==> config.mk <==
export PLATFORM = sky130hd
export DESIGN_NAME = multicycle_control
export DESIGN_NICKNAME = d
export VERILOG_FILES = /design/src/rtl/multicycle_control.sv
export SDC_FILE = /design/constraint.sdc
export NUM_CORES = 1
export LEC_CHECK = 0
export CORE_MARGIN = 4
export CORE_UTILIZATION = 35
export DETAILED_ROUTE_END_ITERATION = 12
export HOLD_SLACK_MARGIN = 0.02
export PLACE_DENSITY = 0.67
export SLEW_MARGIN = 0
export SYNTH_ARGS = -nofsm -noshare
export SYNTH_HDL_FRONTEND = slang
export SYNTH_SLANG_ARGS = --single-unit
==> constraint.sdc <==
create_clock -name clk -period 3.8 [get_ports clk]
set_clock_uncertainty 0.05 [all_clocks]
set_input_delay 0.57 -clock clk [delete_from_list [all_inputs] [get_ports clk]]
set_output_delay 0.57 -clock clk [all_outputs]
set_load 0.01 [all_outputs]
==> src/rtl/multicycle_control.sv <==
`default_nettype none
// ============================================================================
//  Module   : multicycle_control
//  Purpose  : Multi-cycle MIPS sequencing controller. Steps each instruction
//             through fetch, decode, execute, memory and writeback states and
//             drives the shared datapath strobes for each state. It stalls on
//             mem_ready, traps illegal instructions and counts retired
//             instructions.
//  Revision : 1.0  initial release
// ----------------------------------------------------------------------------
//  Ports
//    clk            in   system clock, rising edge
//    rst_n          in   asynchronous active-low reset
//    run            in   start/continue; sampled in IDLE and at instruction end
//    op[5:0]        in   opcode IR[31:26], valid from DECODE onward
//    funct[5:0]     in   funct field IR[5:0]
//    mem_ready      in   memory access completes this cycle
//    pc_write       out  unconditional PC load
//    pc_write_cond  out  PC load qualified by ALU zero (beq)
//    pc_src[1:0]    out  00 ALU result, 01 ALUOut, 10 jump target
//    iord           out  memory address select: 0 PC, 1 ALUOut
//    mem_read       out  memory read strobe
//    mem_write      out  memory write strobe
//    ir_write       out  instruction register load
//    reg_dest       out  write register select: 1 rd, 0 rt
//    mem_to_reg     out  writeback data select: 1 MDR, 0 ALUOut
//    reg_write      out  register file write enable
//    alu_src_a      out  0 PC, 1 rs
//    alu_src_b[1:0] out  00 rt, 01 const 4, 10 sext imm, 11 sext imm<<2
//    alu_ctrl[3:0]  out  0010 add, 0110 sub, 0000 and, 0001 or, 0111 slt
//    state[3:0]     out  current state encoding (debug)
//    instr_done     out  one-cycle pulse when an instruction retires
//    instr_count    out  retired instruction count, wraps modulo 2^CNT_W
//    illegal_op     out  high while trapped
// ============================================================================
module multicycle_control #(
   parameter int CNT_W = 16
) (
   input  logic             clk,
   input  logic             rst_n,
   input  logic             run,
   input  logic [5:0]       op,
   input  logic [5:0]       funct,
   input  logic             mem_ready,
   output logic             pc_write,
   output logic             pc_write_cond,
   output logic [1:0]       pc_src,
   output logic             iord,
   output logic             mem_read,
   output logic             mem_write,
   output logic             ir_write,
   output logic             reg_dest,
   output logic             mem_to_reg,
   output logic             reg_write,
   output logic             alu_src_a,
   output logic [1:0]       alu_src_b,
   output logic [3:0]       alu_ctrl,
   output logic [3:0]       state,
   output logic             instr_done,
   output logic [CNT_W-1:0] instr_count,
   output logic             illegal_op
);

   // Opcodes
   localparam logic [5:0] OP_RTYPE = 6'b000000;
   localparam logic [5:0] OP_LW    = 6'b100011;
   localparam logic [5:0] OP_SW    = 6'b101011;
   localparam logic [5:0] OP_ADDI  = 6'b001000;
   localparam logic [5:0] OP_BEQ   = 6'b000100;
   localparam logic [5:0] OP_J     = 6'b000010;

   // R-type funct codes
   localparam logic [5:0] FN_ADD = 6'b100000;
   localparam logic [5:0] FN_SUB = 6'b100010;
   localparam logic [5:0] FN_AND = 6'b100100;
   localparam logic [5:0] FN_OR  = 6'b100101;
   localparam logic [5:0] FN_SLT = 6'b101010;

   // ALU operation codes
   localparam logic [3:0] ALU_ADD = 4'b0010;
   localparam logic [3:0] ALU_SUB = 4'b0110;
   localparam logic [3:0] ALU_AND = 4'b0000;
   localparam logic [3:0] ALU_OR  = 4'b0001;
   localparam logic [3:0] ALU_SLT = 4'b0111;

   typedef enum logic [3:0] {
      S_IDLE     = 4'd0,
      S_FETCH    = 4'd1,
      S_DECODE   = 4'd2,
      S_MEM_ADDR = 4'd3,
      S_MEM_RD   = 4'd4,
      S_MEM_WB   = 4'd5,
      S_MEM_WR   = 4'd6,
      S_EXEC_R   = 4'd7,
      S_RTYPE_WB = 4'd8,
      S_EXEC_I   = 4'd9,
      S_IMM_WB   = 4'd10,
      S_BRANCH   = 4'd11,
      S_JUMP     = 4'd12,
      S_TRAP     = 4'd15
   } state_t;

   state_t           cur_state;
   state_t           nxt_state;
   logic             funct_ok;
   logic [3:0]       funct_alu;
   logic             retire;

   // R-type funct decode: legality and the ALU operation it selects.
   always_comb begin
      funct_ok  = 1'b1;
      funct_alu = ALU_ADD;
      case (funct)
         FN_ADD:  funct_alu = ALU_ADD;
         FN_SUB:  funct_alu = ALU_SUB;
         FN_AND:  funct_alu = ALU_AND;
         FN_OR:   funct_alu = ALU_OR;
         FN_SLT:  funct_alu = ALU_SLT;
         default: funct_ok  = 1'b0;
      endcase
   end

   // State register
   always_ff @(posedge clk or negedge rst_n) begin
      if (!rst_n) begin
         cur_state <= S_IDLE;
      end else begin
         cur_state <= nxt_state;
      end
   end

   // Next-state and per-state strobe decode. Strobes depend only on the
   // current state (plus mem_ready in FETCH/MEM_WR and funct in EXEC_R), so a
   // reset forces every strobe low without waiting for a clock edge.
   always_comb begin
      nxt_state     = cur_state;
      pc_write      = 1'b0;
      pc_write_cond = 1'b0;
      pc_src        = 2'b00;
      iord          = 1'b0;
      mem_read      = 1'b0;
      mem_write     = 1'b0;
      ir_write      = 1'b0;
      reg_dest      = 1'b0;
      mem_to_reg    = 1'b0;
      reg_write     = 1'b0;
      alu_src_a     = 1'b0;
      alu_src_b     = 2'b00;
      alu_ctrl      = 4'b0000;
      illegal_op    = 1'b0;
      retire        = 1'b0;

      case (cur_state)
         S_IDLE: begin
            if (run) nxt_state = S_FETCH;
         end

         S_FETCH: begin
            // PC+4 is computed every fetch cycle, but the IR and PC are only
            // loaded in the cycle the memory delivers the instruction.
            mem_read  = 1'b1;
            alu_src_b = 2'b01;
            alu_ctrl  = ALU_ADD;
            ir_write  = mem_ready;
            pc_write  = mem_ready;
            if (mem_ready) nxt_state = S_DECODE;
         end

         S_DECODE: begin
            // Branch target precomputed speculatively into ALUOut.
            alu_src_b = 2'b11;
            alu_ctrl  = ALU_ADD;
            case (op)
               OP_RTYPE:     nxt_state = funct_ok ? S_EXEC_R : S_TRAP;
               OP_LW, OP_SW: nxt_state = S_MEM_ADDR;
               OP_ADDI:      nxt_state = S_EXEC_I;
               OP_BEQ:       nxt_state = S_BRANCH;
               OP_J:         nxt_state = S_JUMP;
               default:      nxt_state = S_TRAP;
            endcase
         end

         S_MEM_ADDR: begin
            alu_src_a = 1'b1;
            alu_src_b = 2'b10;
            alu_ctrl  = ALU_ADD;
            nxt_state = (op == OP_SW) ? S_MEM_WR : S_MEM_RD;
         end

         S_MEM_RD: begin
            mem_read = 1'b1;
            iord     = 1'b1;
            if (mem_ready) nxt_state = S_MEM_WB;
         end

         S_MEM_WB: begin
            reg_write  = 1'b1;
            mem_to_reg = 1'b1;
            retire     = 1'b1;
            nxt_state  = run ? S_FETCH : S_IDLE;
         end

         S_MEM_WR: begin
            // The store only retires in the cycle memory accepts it.
            mem_write = 1'b1;
            iord      = 1'b1;
            if (mem_ready) begin
               retire    = 1'b1;
               nxt_state = run ? S_FETCH : S_IDLE;
            end
         end

         S_EXEC_R: begin
            alu_src_a = 1'b1;
            alu_src_b = 2'b00;
            alu_ctrl  = funct_alu;
            nxt_state = S_RTYPE_WB;
         end

         S_RTYPE_WB: begin
            reg_write = 1'b1;
            reg_dest  = 1'b1;
            retire    = 1'b1;
            nxt_state = run ? S_FETCH : S_IDLE;
         end

         S_EXEC_I: begin
            alu_src_a = 1'b1;
            alu_src_b = 2'b10;
            alu_ctrl  = ALU_ADD;
            nxt_state = S_IMM_WB;
         end

         S_IMM_WB: begin
            reg_write = 1'b1;
            retire    = 1'b1;
            nxt_state = run ? S_FETCH : S_IDLE;
         end

         S_BRANCH: begin
            alu_src_a     = 1'b1;
            alu_src_b     = 2'b00;
            alu_ctrl      = ALU_SUB;
            pc_write_cond = 1'b1;
            pc_src        = 2'b01;
            retire        = 1'b1;
            nxt_state     = run ? S_FETCH : S_IDLE;
         end

         S_JUMP: begin
            pc_write  = 1'b1;
            pc_src    = 2'b10;
            retire    = 1'b1;
            nxt_state = run ? S_FETCH : S_IDLE;
         end

         S_TRAP: begin
            // Absorbing: only reset leaves the trap.
            illegal_op = 1'b1;
         end

         default: begin
            // Unused encodings 13 and 14 recover to IDLE.
            nxt_state = S_IDLE;
         end
      endcase
   end

   // Retired-instruction counter; wraps silently.
   always_ff @(posedge clk or negedge rst_n) begin
      if (!rst_n) begin
         instr_count <= '0;
      end else if (retire) begin
         instr_count <= instr_count + 1'b1;
      end
   end

   assign instr_done = retire;
   assign state      = cur_state;

endmodule
`default_nettype wire
==> flow_summary.toml <==
[outcome]
outcome = "complete, no violations"

[setup_path]
crit_arrival_ns = 2.35
critPathLaunchType = "primary input"
criticalPathCategory = "primary input to output pin"
critPathMaxFanout = 4
slowest_delay_ns = 0.57
worst_path_most_repeated_cell = "clkdlybuf4s50_1"
crit_path_top_delay_cell = "clkdlybuf4s50_1"
cp.required_ns = 3.18
endpoint_kind = "output pin"
path_cells = "clkdlybuf4s50_1 -> nor2b_1 -> and4b_1 -> nand2_1 -> a211oi_1 -> clkdlybuf4s50_1"

[routing]
detail-route-antenna-nets = 0
via_per_inst = 5.48
drt_iter0_drc = 129
drc = 0
vias = 1556
drt_pass1_iterations = 4
wl_mm = 3.90
wl_per_cell_um = 13.7

[floorplanning]
pin_count = 56
chipWidth_um = 74.5
placementRows = 23
start_util = 0.374
coreArea_um2 = 4140
die_h_um = 74.5
dieArea_um2 = 5550

[logic_synthesis]
yosysTopAreaCell = "dfrtp_1"
yosysWarnings = 0
seq_area_frac_synth = 0.323
synthTopCellsByArea = "dfrtp_1 (32%), xnor2_1 (11%), o2111ai_1 (5.1%)"
syn_avg_cell_area_um2 = 8.24
synth_seq_cells = 20
yosys.cell_types.count = 50
syn_inst = 188
synth_flop_cell = "dfrtp_1"
synthArstFlopShare = 1.00
synth_edf_count = 0
synth.net_count = 205
netlist.area_leader.share = 0.323
synthesis.area_um2 = 1550

[timing]
rsz0062_at_grt = "false"
fin_tns_setup_ns = 0
fmax_ghz = 0.336
slew_viol_final = 0
layout_setup_ws_ns = 0.826
maxSlewHeadroom = 0.408
hold_viol_final = 0
fin_crit_ns = 2.97
worstMarginPinSlew_ns = 0.885
period_share = 0.783
finalSetupViolations = 0

[pwr]
ir_drop_mv = 0.193
power_density_nw_per_um2 = 550
p_leak_nw = 0.785
finalPower_w = 0.00118

[clock_network]
postCtsSetupBuffers = 0
htreeDepth = 1
numCtsBuffers = 3
root_buffer = "clkbuf_8"
clk_latency_ns = 0.26
cts_hold_buf = 0
cts_tree = "built"
clockBufferDepth = 2
clkSinkCount = 20
path_clk_slew_ns = 0.07
post_cts_resized = 0

[placement]
place_ws_ns = 0.807
place_congestion = 0.762
portBuffers = 54
hpwlAfterDp_mm = 2.95
dp.cells = 281

[run]
drv_cap = 0

[hold_path]
hold_path.class = "flip-flop to flip-flop"

[cells_and_area]
nFillCells = 419
num-nets-final = 253
final_common_cell = "clkdlybuf4s50_1"
final_cells = 284
seq_area_um2 = 500
multi_input_area_um2 = 953
layout.cells.most_common_list = "clkdlybuf4s50_1 (54), dfrtp_1 (20), nor2_1 (19), xnor2_1 (19), a21oi_1 (10)"
n_antenna_cell = 0
drive_gt1_frac = 0.0342
syn2layout_area_growth_pct = 38.6

[grt]
grt_pass1_vias = 1373
gr-usage-all-layers = 0.147
grt_use_met3 = 0.0284
grt_pass1_wl_mm = 6.53
antenna_found_initial = 0
met1_usage = 0.223
grt_busiest_layer = "met1"
met2_usage = 0.220
grt_overflow_total = 0
grt_start_max_net_pins = 30
[power breakdown]
part / internal (W) / switching (W)
clock network: 0.0000706 / 0.0000664
registers: 0.000256 / 0.000116
logic: 0.000355 / 0.000317
total: 0.000681 / 0.000499
[kinds of logic (layout without fill, tap and decap cells)]
group / Yosys count / after routing / synth area share
mux: 2 / 2 / 0.0137
flops: 20 / 20 / 0.323
other cells: 1 / 1 / 0.00242
fa+ha+maj: 1 / 1 / 0.00808
buf+inv: 21 / 67 / 0.0614
xor+xnor: 20 / 20 / 0.113
compound gates: 51 / 51 / 0.223
simple gates: 72 / 72 / 0.255
[synthesized netlist by cell type, types with 2 or more instances]
library cell and number:
nor2_1 19, inv_1 7, buf_2 4, nand4b_1 2, nor4_1 2, o2111ai_1 9
nand3_1 7, o21ai_0 9, nand2b_1 6, o211ai_1 3, nor2b_1 2, or4_1 2
nand2_1 7, xnor2_1 19, o21ai_1 4, a21oi_1 10, nand4_1 4, nor3_1 8
a31oi_1 2, dfrtp_1 20, and3_1 3, a2bb2oi_1 2, o22ai_1 2, and2_1 3
clkbuf_1 7
[state kept, by name, indices dropped and copies added, names as in the netlist]
signal,flops
instr_count,16
state,4
[final timing paths]
check                      slack, ns  cells after the start             from               to
setup / recovery                0.83                      6         funct[5]      alu_ctrl[0]
hold / removal                  0.43                      1  instr_count[15]  instr_count[15]
setup reg to reg                1.65                      4         state[1]         state[3]
hold reg to reg                 0.43                      1  instr_count[15]  instr_count[15]
max in group asynchronous       2.40                      1            rst_n         state[3]
min in group asynchronous       0.76                      1            rst_n   instr_count[5]
[cell type report]
cell class,count,area share
Multi-Input combinational cell,147,0.444
Tap cell,50,0.0291
Clock buffer,3,0.0192
Inverter,7,0.0122
Timing Repair Buffer,57,0.262
Sequential cell,20,0.233
[worst max-delay path, delay by kind of cell]
family	cells	cell delay [ns]
AO/OA/AOI/OAI	1	0.23
buffers and inverters	2	1.01
AND/OR/NAND/NOR	3	0.54
[per-stage QoR]
step	instance area (um^2)	util	hold slack, ns
2_1_floorplan	1550	-	0.224
6_report	2150	0.518	0.426
3_3_place_gp	2110	0.508	0.423
5_1_grt	2150	0.518	0.476
3_5_place_dp	2110	0.508	0.413
4_1_cts	2150	0.518	0.431
[routing by layer]
layer,wire length [um],up-vias,part of all wire
met5,0,-,0
met4,29,0,0.0074
met3,224,4,0.057
met2,1800,45,0.46
met1,1840,714,0.47
li1,-,793,-
Power figures use the tool's default switching activity.
